$ cat config.mk
export PLATFORM = sky130hd
export DESIGN_NAME = fsm_ring_seq
export DESIGN_NICKNAME = d
export VERILOG_FILES = /design/src/rtl/fsm_ring_pkg.sv /design/src/rtl/fsm_sat_counter.sv /design/src/rtl/fsm_ring_seq.sv
export SDC_FILE = /design/constraint.sdc
export NUM_CORES = 1
export LEC_CHECK = 0
export BUFFER_PORTS_ARGS = -buffer_cell sky130_fd_sc_hd__buf_4
export CAP_MARGIN = 20
export CORE_AREA = 2 2 39 41
export DETAILED_ROUTE_END_ITERATION = 8
export DIE_AREA = 0 0 41 43
export MAX_ROUTING_LAYER = met4
export PLACE_DENSITY = 0.58
export SETUP_SLACK_MARGIN = 0.3
export SLEW_MARGIN = 20
export SYNTH_ARGS = -nofsm -noshare
export SYNTH_HDL_FRONTEND = slang
export SYNTH_SLANG_ARGS = --single-unit
$ cat constraint.sdc
create_clock -name clk -period 1.2 [get_ports clk]
set_input_delay 0.12 -clock clk [delete_from_list [all_inputs] [get_ports clk]]
set_output_delay 0.12 -clock clk [all_outputs]
set_load 0.03 [all_outputs]
$ cat src/rtl/fsm_ring_pkg.sv
// -----------------------------------------------------------------------------
// fsm_ring_pkg
// Shared definitions for the ring sequencer:
//   - legal parameter limits for fsm_ring_seq
//   - dir_e step-direction encoding
//   - state_width(): bits needed to hold a ring state index (minimum 1)
// -----------------------------------------------------------------------------
package fsm_ring_pkg;

  localparam int NUM_STATES_MIN = 2;
  localparam int NUM_STATES_MAX = 16;
  localparam int WRAP_CNT_W_MIN = 1;
  localparam int WRAP_CNT_W_MAX = 16;

  typedef enum logic {
    DIR_UP = 1'b0,
    DIR_DN = 1'b1
  } dir_e;

  // Width of a state index; a 2-state ring still needs one bit.
  function automatic int state_width(input int num_states);
    int w;
    w = $clog2(num_states);
    return (w < 1) ? 1 : w;
  endfunction

endpackage

$ cat src/rtl/fsm_sat_counter.sv
// -----------------------------------------------------------------------------
// fsm_sat_counter
// W-bit up counter that stops at all-ones instead of rolling over.
// Ports:
//   clk - rising-edge clock
//   rst - synchronous active-low reset, clears cnt
//   inc - count enable, one increment per cycle while high
//   cnt - current count
// -----------------------------------------------------------------------------
module fsm_sat_counter #(
  parameter int W = 8
) (
  input  logic         clk,
  input  logic         rst,
  input  logic         inc,
  output logic [W-1:0] cnt
);

  logic [W-1:0] cnt_q;
  logic [W-1:0] cnt_d;

  localparam logic [W-1:0] CNT_MAX = {W{1'b1}};

  // Next count: increment unless already saturated.
  always_comb begin
    cnt_d = cnt_q;
    if (inc && (cnt_q != CNT_MAX)) begin
      cnt_d = cnt_q + {{(W-1){1'b0}}, 1'b1};
    end else begin
      cnt_d = cnt_q;
    end
  end

  // Count register with synchronous active-low reset.
  always_ff @(posedge clk) begin
    if (!rst) begin
      cnt_q <= {W{1'b0}};
    end else begin
      cnt_q <= cnt_d;
    end
  end

  assign cnt = cnt_q;

endmodule

$ cat src/rtl/fsm_ring_seq.sv
// -----------------------------------------------------------------------------
// fsm_ring_seq
// Ring sequencer of NUM_STATES states stepping up or down on request, with a
// synchronous load, a one-cycle wrap pulse, a one-cycle out-of-range-load
// pulse and an optional saturating wrap counter.
//
// Build option: define FSM_RING_WRAP_CNT_EN to instantiate the wrap counter.
// Without it wrap_cnt is tied to zero and no counter flops exist.
//
// Ports:
//   clk       - rising-edge clock
//   rst       - synchronous active-low reset (beats load and din)
//   din       - advance request
//   dir       - step direction when din=1 (0 = up, 1 = down)
//   load      - load request (beats din)
//   load_val  - value to load; out-of-range values load 0 and flag load_err
//   state_o   - current state index
//   dout      - 1 while state_o == OUT_STATE (decoded from the register only)
//   wrap      - 1 for the cycle following a wrapping step
//   load_err  - 1 for the cycle following an out-of-range load
//   wrap_cnt  - saturating number of wraps (0 when the counter is not built)
// -----------------------------------------------------------------------------
module fsm_ring_seq
  import fsm_ring_pkg::*;
#(
  parameter  int NUM_STATES = 3,
  parameter  int OUT_STATE  = 2,
  parameter  int WRAP_CNT_W = 8,
  localparam int SW         = state_width(NUM_STATES)
) (
  input  logic                  clk,
  input  logic                  rst,
  input  logic                  din,
  input  logic                  dir,
  input  logic                  load,
  input  logic [SW-1:0]         load_val,
  output logic [SW-1:0]         state_o,
  output logic                  dout,
  output logic                  wrap,
  output logic                  load_err,
  output logic [WRAP_CNT_W-1:0] wrap_cnt
);

  // Illegal configurations stop elaboration.
  if ((NUM_STATES < NUM_STATES_MIN) || (NUM_STATES > NUM_STATES_MAX)) begin : g_bad_num_states
    $error("fsm_ring_seq: NUM_STATES out of range");
  end
  if ((OUT_STATE < 0) || (OUT_STATE > NUM_STATES - 1)) begin : g_bad_out_state
    $error("fsm_ring_seq: OUT_STATE out of range");
  end
  if ((WRAP_CNT_W < WRAP_CNT_W_MIN) || (WRAP_CNT_W > WRAP_CNT_W_MAX)) begin : g_bad_wrap_cnt_w
    $error("fsm_ring_seq: WRAP_CNT_W out of range");
  end

  localparam logic [SW-1:0] LAST_S  = SW'(NUM_STATES - 1);
  localparam logic [SW-1:0] OUT_S   = SW'(OUT_STATE);
  localparam logic [SW-1:0] ZERO_S  = {SW{1'b0}};
  localparam logic [SW-1:0] ONE_S   = {{(SW-1){1'b0}}, 1'b1};

  logic [SW-1:0] state_q;
  logic [SW-1:0] state_d;
  logic          wrap_q;
  logic          wrap_d;
  logic          load_err_q;
  logic          load_err_d;
  dir_e          dir_s;

  assign dir_s = dir_e'(dir);

  // Next state and pulse flags: load, then illegal-state recovery, then step, else hold.
  always_comb begin
    state_d    = state_q;
    wrap_d     = 1'b0;
    load_err_d = 1'b0;
    if (load) begin
      if (load_val > LAST_S) begin
        state_d    = ZERO_S;
        load_err_d = 1'b1;
      end else begin
        state_d    = load_val;
      end
    end else if (state_q > LAST_S) begin
      // Unreachable encoding (non-power-of-two ring): fall back to 0.
      state_d = ZERO_S;
    end else if (din) begin
      case (dir_s)
        DIR_UP: begin
          if (state_q == LAST_S) begin
            state_d = ZERO_S;
            wrap_d  = 1'b1;
          end else begin
            state_d = state_q + ONE_S;
          end
        end
        DIR_DN: begin
          if (state_q == ZERO_S) begin
            state_d = LAST_S;
            wrap_d  = 1'b1;
          end else begin
            state_d = state_q - ONE_S;
          end
        end
        default: begin
          state_d = ZERO_S;
        end
      endcase
    end else begin
      state_d = state_q;
    end
  end

  // State and pulse registers; wrap/load_err are rewritten every edge so they last one cycle.
  always_ff @(posedge clk) begin
    if (!rst) begin
      state_q    <= ZERO_S;
      wrap_q     <= 1'b0;
      load_err_q <= 1'b0;
    end else begin
      state_q    <= state_d;
      wrap_q     <= wrap_d;
      load_err_q <= load_err_d;
    end
  end

  assign state_o  = state_q;
  assign dout     = (state_q == OUT_S);
  assign wrap     = wrap_q;
  assign load_err = load_err_q;

`ifdef FSM_RING_WRAP_CNT_EN
  // Counter advances on the same edge that raises wrap, so wrap_cnt already
  // includes the wrap being flagged.
  fsm_sat_counter #(
    .W (WRAP_CNT_W)
  ) u_wrap_cnt (
    .clk (clk),
    .rst (rst),
    .inc (wrap_d),
    .cnt (wrap_cnt)
  );
`else
  assign wrap_cnt = {WRAP_CNT_W{1'b0}};
`endif

endmodule

==> run summary, run 1 <==
Status: complete, but fails checks
Violated checks: setup timing
EDFF count, synth: 0
Post-synth cell types: 15
Antenna violations before repair: 0
Vias per cell: 4.00
Clock-pin transition on the worst setup and hold timing paths: 0.04 ns
Final nets: 65
Avg Cell Area, Syn: 8.65 um2
Post-Synth XOR/XNOR Area: 0%
Largest family of logic cells by synthesized area: buffers and inverters
Worst min path class: in -> reg
Sw frac: 34.3%
IO Count: 20
CTS Root Cell: clkbuf_4
Max Buffers Root-to-Sink: 2
Cell taking the most area after synthesis: dfxtp_1
GPL Wtd Cong: 0.690
Maxcap violations: 0
Yosys reg bits: 4
GR Util met1: 7.62%
Final hold vios: 0
Total CTS buffers: 3
Vias: 276
Largest net degree at the start of global routing: 7
Most common cell in the synthesized netlist: buf_4
P_leak: 0.230 nW
Inserted Diodes: 0
First-pass GRT wire length: 938 um
Kind of critical path: reg -> reg
Peak Freq: 803 MHz
Pwr Density: 1040 nW/um2
Post-synth top cells: buf_4 (8), dfxtp_1 (4), ha_1 (4), nand2_1 (3)
Crit-path max FO: 4
Area Growth Syn to Fin: 70.7%
Antenna viol nets, final: 0
Post-Synth Adder-Cell Area: 16.5%
Critical Path RT: 1.38 ns
Seq pwr share: 29.5%
Die Y: 43 um
Via count of the first global-routing pass: 240
Final setup fails: 1
I/O Buffers: 11
Initial Utilization: 21.9%
Setup TNS: -0.0459 ns
Post-synthesis sequential area ratio: 26.4%
Clk pwr share: 34.4%
Wire length after detailed routing: 655 um
Post-synthesis compound-gate area fraction: 12.0%
Top cell type's share of synthesized area: 26.4%
Yosys warns: 0
Clk sink count: 4
Cell count after synthesis: 35
M3 GR Usage: 1.57%
Top FF cell, synth: dfxtp_1
Routing usage on met2: 12.8%
Combinational power share: 36.1%
Final period util: 104%
Fraction of layout cells with a size suffix above 1: 50.9%
Crit path DAT: 1.43 ns
# hold bufs at CTS: 0
Pint: 0.352 mW
Fin. max-slew vios: 0
Top post-synthesis cells by area: dfxtp_1 (26%), buf_4 (20%), ha_1 (17%)
H-tree depth: 1
Startpoint types: flop
Rows: 14
Sw Pwr: 0.184 mW
Unrepaired setup endpoints after global routing: true
Area of the die: 1760 um2
Worst vdd ir: 0.213 mV
Simple-gate share of the synthesized area: 14.9%
GRT overflow: 0
Cells after DPL: 63
First-pass DRT Iterations: 2
Min Clock Period, post-route: 1.25 ns
Starting DRC count in detailed routing: 3
All-Layer GR Usage: 8.20%
WL/cell: 9.49 um
Die X: 41 um
Layout Cells excl Fill: 69
CTS tree: yes
Cell Area, Synth: 303 um2
Worst Setup End Kind: flop
Multiplexer share of the synthesized area: 6.61%
Clock skew: 0.00786 ns
DRC Markers: 0
Layer carrying the most global-route usage: met2
Core Area: 1380 um2
Async SR Flop Fraction: 0%
Clk_lat worst skew: 0.24 ns
Post-route setup slack: -0.0459 ns
[what timing repair did]
action	in CTS	in global routing
pin swaps	5	5
setup buffers	1	1
endpoints found under the hold margin	0	0
setup endpoints to repair	6	6
resized for setup	5	1
[stage by stage]
stage	power, mW	instance area [um2]	hold slack, ns	setup WS [ns]	util, %
after CTS	0.538	507	0.122	-0.0618	36.6
after global placement	0.336	458	0.363	-0.0445	33.1
after global routing	0.571	517	0.125	-0.0832	37.3
after detailed placement	0.336	458	0.367	-0.0641	33.1
after floorplan	0.302	400	0.197	-0.0517	-
final	0.537	517	0.123	-0.0459	37.3
[routing by layer]
metal | vias to the layer above | part of all wire [%]
met5 | - | 0
met4 | 0 | 2.1
met3 | 2 | 5.2
met2 | 10 | 52
met1 | 121 | 40
li1 | 143 | -
[kinds of logic after synthesis]
kind of cell | after synthesis
adders and majority gates | 4
muxes | 2
and+or+nand+nor | 9
buffers and inverters | 10
other | 1
DFF | 4
AOI/OAI and AO/OA | 5
[area by class of cell]
class / instances / area [um2]
fillers: 146 / 867
multi-input cells: 28 / 243
flip-flops and latches: 4 / 87.6
repair buffers: 15 / 128
well taps: 16 / 20.0
clock buffers: 4 / 26.3
inverters: 2 / 12.5
[flip-flops by register name, indices dropped and copies added, names as in the netlist]
register  cells
state_o       2
wrap          1
load_err      1
[final timing paths]
check | startpoint | to | slack, ns | cells after the start
worst max register to register | state_o[0] | state_o[1] | -0.05 | 4
worst min-delay path | load | wrap | 0.12 | 2
worst min register to register | state_o[1] | state_o[1] | 0.62 | 1
worst max-delay path | state_o[0] | state_o[1] | -0.05 | 4
[layout by cell type (no fill, tap or decap), drive strengths merged]
cell type   n
nor4        1
a31oi       1
o21ai       2
conb        8
buf        15
clkbuf      4
nand3b      1
inv         2
ha          4
a2111oi     1
nand2       3
mux2i       2
nor2        2
dfxtp       4
or3         2
o221a       1
[worst max-delay path: stages (launching register included)]
cell       delay [ns]
dfxtp_4          0.38
inv_4            0.05
ha_4             0.24
a2111oi_4        0.29
o221a_1          0.22
[power groups by stage]
stage	registers (mW)	logic (mW)	clock network, mW
2_1_floorplan	0.173	0.128	0
3_3_place_gp	0.161	0.175	0
3_5_place_dp	0.160	0.176	0
4_1_cts	0.157	0.191	0.190
5_1_grt	0.159	0.208	0.204
6_report	0.158	0.194	0.185
No activity file was read; power rests on OpenSTA's default activity.
==> inputs of run 2 (changes only) <==
- CELL_PAD_IN_SITES_DETAIL_PLACEMENT: default -> 1
- CELL_PAD_IN_SITES_GLOBAL_PLACEMENT: default -> 2
- CORE_AREA: 2 2 39 41 -> default
- CORE_MARGIN: default -> 2
- CORE_UTILIZATION: default -> 17
- DIE_AREA: 0 0 41 43 -> default
- PLACE_DENSITY: 0.58 -> 0.75
- SLEW_MARGIN: 20 -> default
==> run 2 against run 1 <==
The run still ends with setup timing left. Count of clock-buffer cells in the layout is 1 lower. Clock power is 10% lower. Global-route usage is 0.068 points higher. Highest routed layer unchanged. Sequential power is essentially flat. Register-to-register slack worse by 0.02 ns. Flip-flop and latch count unchanged. Critical endpoint unchanged. Critical path type unchanged. Worst hold slack worse by 0.0059 ns.
==> run summary, run 2 (synthesized netlist as in run 1, its figures left out) <==
H-tree depth: 1
Antenna viol nets, final: 0
Cells after DPL: 73
Worst path max stage delay: 0.37 ns
Maxcap violations: 0
Commonest non-fill, non-tap cell in the layout: buf_4
Final period util: 105%
DRC Markers: 0
Filler cells: 199
Vias per cell: 3.77
Crit-path max FO: 5
Wire length after detailed routing: 762 um
First-pass DRT Iterations: 2
Cell family with most CP delay: compound AO/OA/AOI/OAI gates
Final hold vios: 0
Post-route setup slack: -0.0657 ns
Post-DP Area: 477 um2
Layout Cells excl Fill: 78
Worst min path class: in -> reg
Final design utilization: 31.6%
Fraction of layout cells with a size suffix above 1: 52.8%
Unrepaired setup endpoints after global routing: true
Die X: 46.2 um
Cell area after layout: 539 um2
Clk_lat worst skew: 0.24 ns
P_leak: 0.236 nW
Starting DRC count in detailed routing: 1
Total CTS buffers: 3
All-Layer GR Usage: 8.27%
Final nets: 66
Largest net degree at the start of global routing: 7
I/O Buffers: 11
GRT overflow: 0
Pre-CTS setup slack: -0.0720 ns
Core Area: 1710 um2
Worst path buffer plus inverter count: 1
Clock-pin transition on the worst setup and hold timing paths: 0.04 ns
Final HPWL DP: 599 um
Rows: 15
CP max-delay cell: dfxtp_4
Worst hold margin: 0.117 ns
Worst Setup End Kind: flop
Pwr Density: 982 nW/um2
Crit path DAT: 1.44 ns
Setup TNS: -0.0657 ns
Critical-path cell list: ha_4 > buf_6 > a2111oi_4 > o221a_1
Worst vdd ir: 0.280 mV
Inserted Diodes: 0
Startpoint types: flop
Overall power: 0.529 mW
Violated checks: setup timing
Initial Utilization: 17.7%
Fin. max-slew vios: 0
Commonest non-fill, non-tap cells in the layout: buf_4 (10), conb_1 (8), buf_6 (6)
Die Y: 46.2 um
Status: complete, but fails checks
Kind of critical path: reg -> reg
Area of the die: 2130 um2
GPL Wtd Cong: 0.691
Largest register FFs: 2
CTS tree: yes
CTS Root Cell: clkbuf_4
Via count of the first global-routing pass: 288
Critical Path RT: 1.37 ns
Final setup fails: 1
First-pass GRT wire length: 1170 um
Antenna violations before repair: 0
Min Clock Period, post-route: 1.27 ns
Clock skew: 0.00377 ns
Area Growth Syn to Fin: 78.1%
Clk sink count: 4
IO Count: 20
Peak Freq: 790 MHz
Max Buffers Root-to-Sink: 2
WL/cell: 9.77 um
Vias: 294
run 2: worst register-to-register path: cells and delay by family, from the launching register on:
kind | cells | cell delay (ns)
AO/OA/AOI/OAI | 2 | 0.54
adder cells (fa/ha/maj) | 1 | 0.18
buffers and inverters | 1 | 0.11
flip-flops | 1 | 0.37
run 2: area by class of cell:
cell class / instances / area, um2 / share of cell area, %
Timing Repair Buffer: 16 / 143 / 26.5
Multi-Input combinational cell: 28 / 243 / 45.0
Clock buffer: 3 / 22.5 / 4.18
Sequential cell: 4 / 87.6 / 16.2
Tap cell: 25 / 31.3 / 5.80
Inverter: 2 / 12.5 / 2.32
run 2: per-layer routing:
metal / GRT usage [%] / up-vias / part of all wire, % / routed length (um)
li1: - / 144 / - / -
met1: 8.10 / 133 / 39 / 297
met2: 14.2 / 15 / 54 / 412
met3: 1.18 / 2 / 5.6 / 43
met4: 6.86 / 0 / 1.0 / 8
met5: - / - / 0 / 0
run 2: report_power, final:
group,switching (mW),internal (mW)
clock,0.0545,0.112
sequential,0.0161,0.142
combinational,0.112,0.0923
total,0.183,0.346
run 2: path summary, 6_finish.rpt:
path	start	to	slack (ns)	depth (start not counted)
max reg2reg	state_o[1]	state_o[1]	-0.07	4
max	state_o[1]	state_o[1]	-0.07	4
min reg2reg	state_o[1]	state_o[1]	0.62	1
min	load	wrap	0.12	2
run 2: repair_timing:
action,in CTS,in global routing
endpoints found under the setup margin,6,6
buffers inserted,0,2
hold buffers,0,0
resized for setup,6,2
pin swaps,3,4
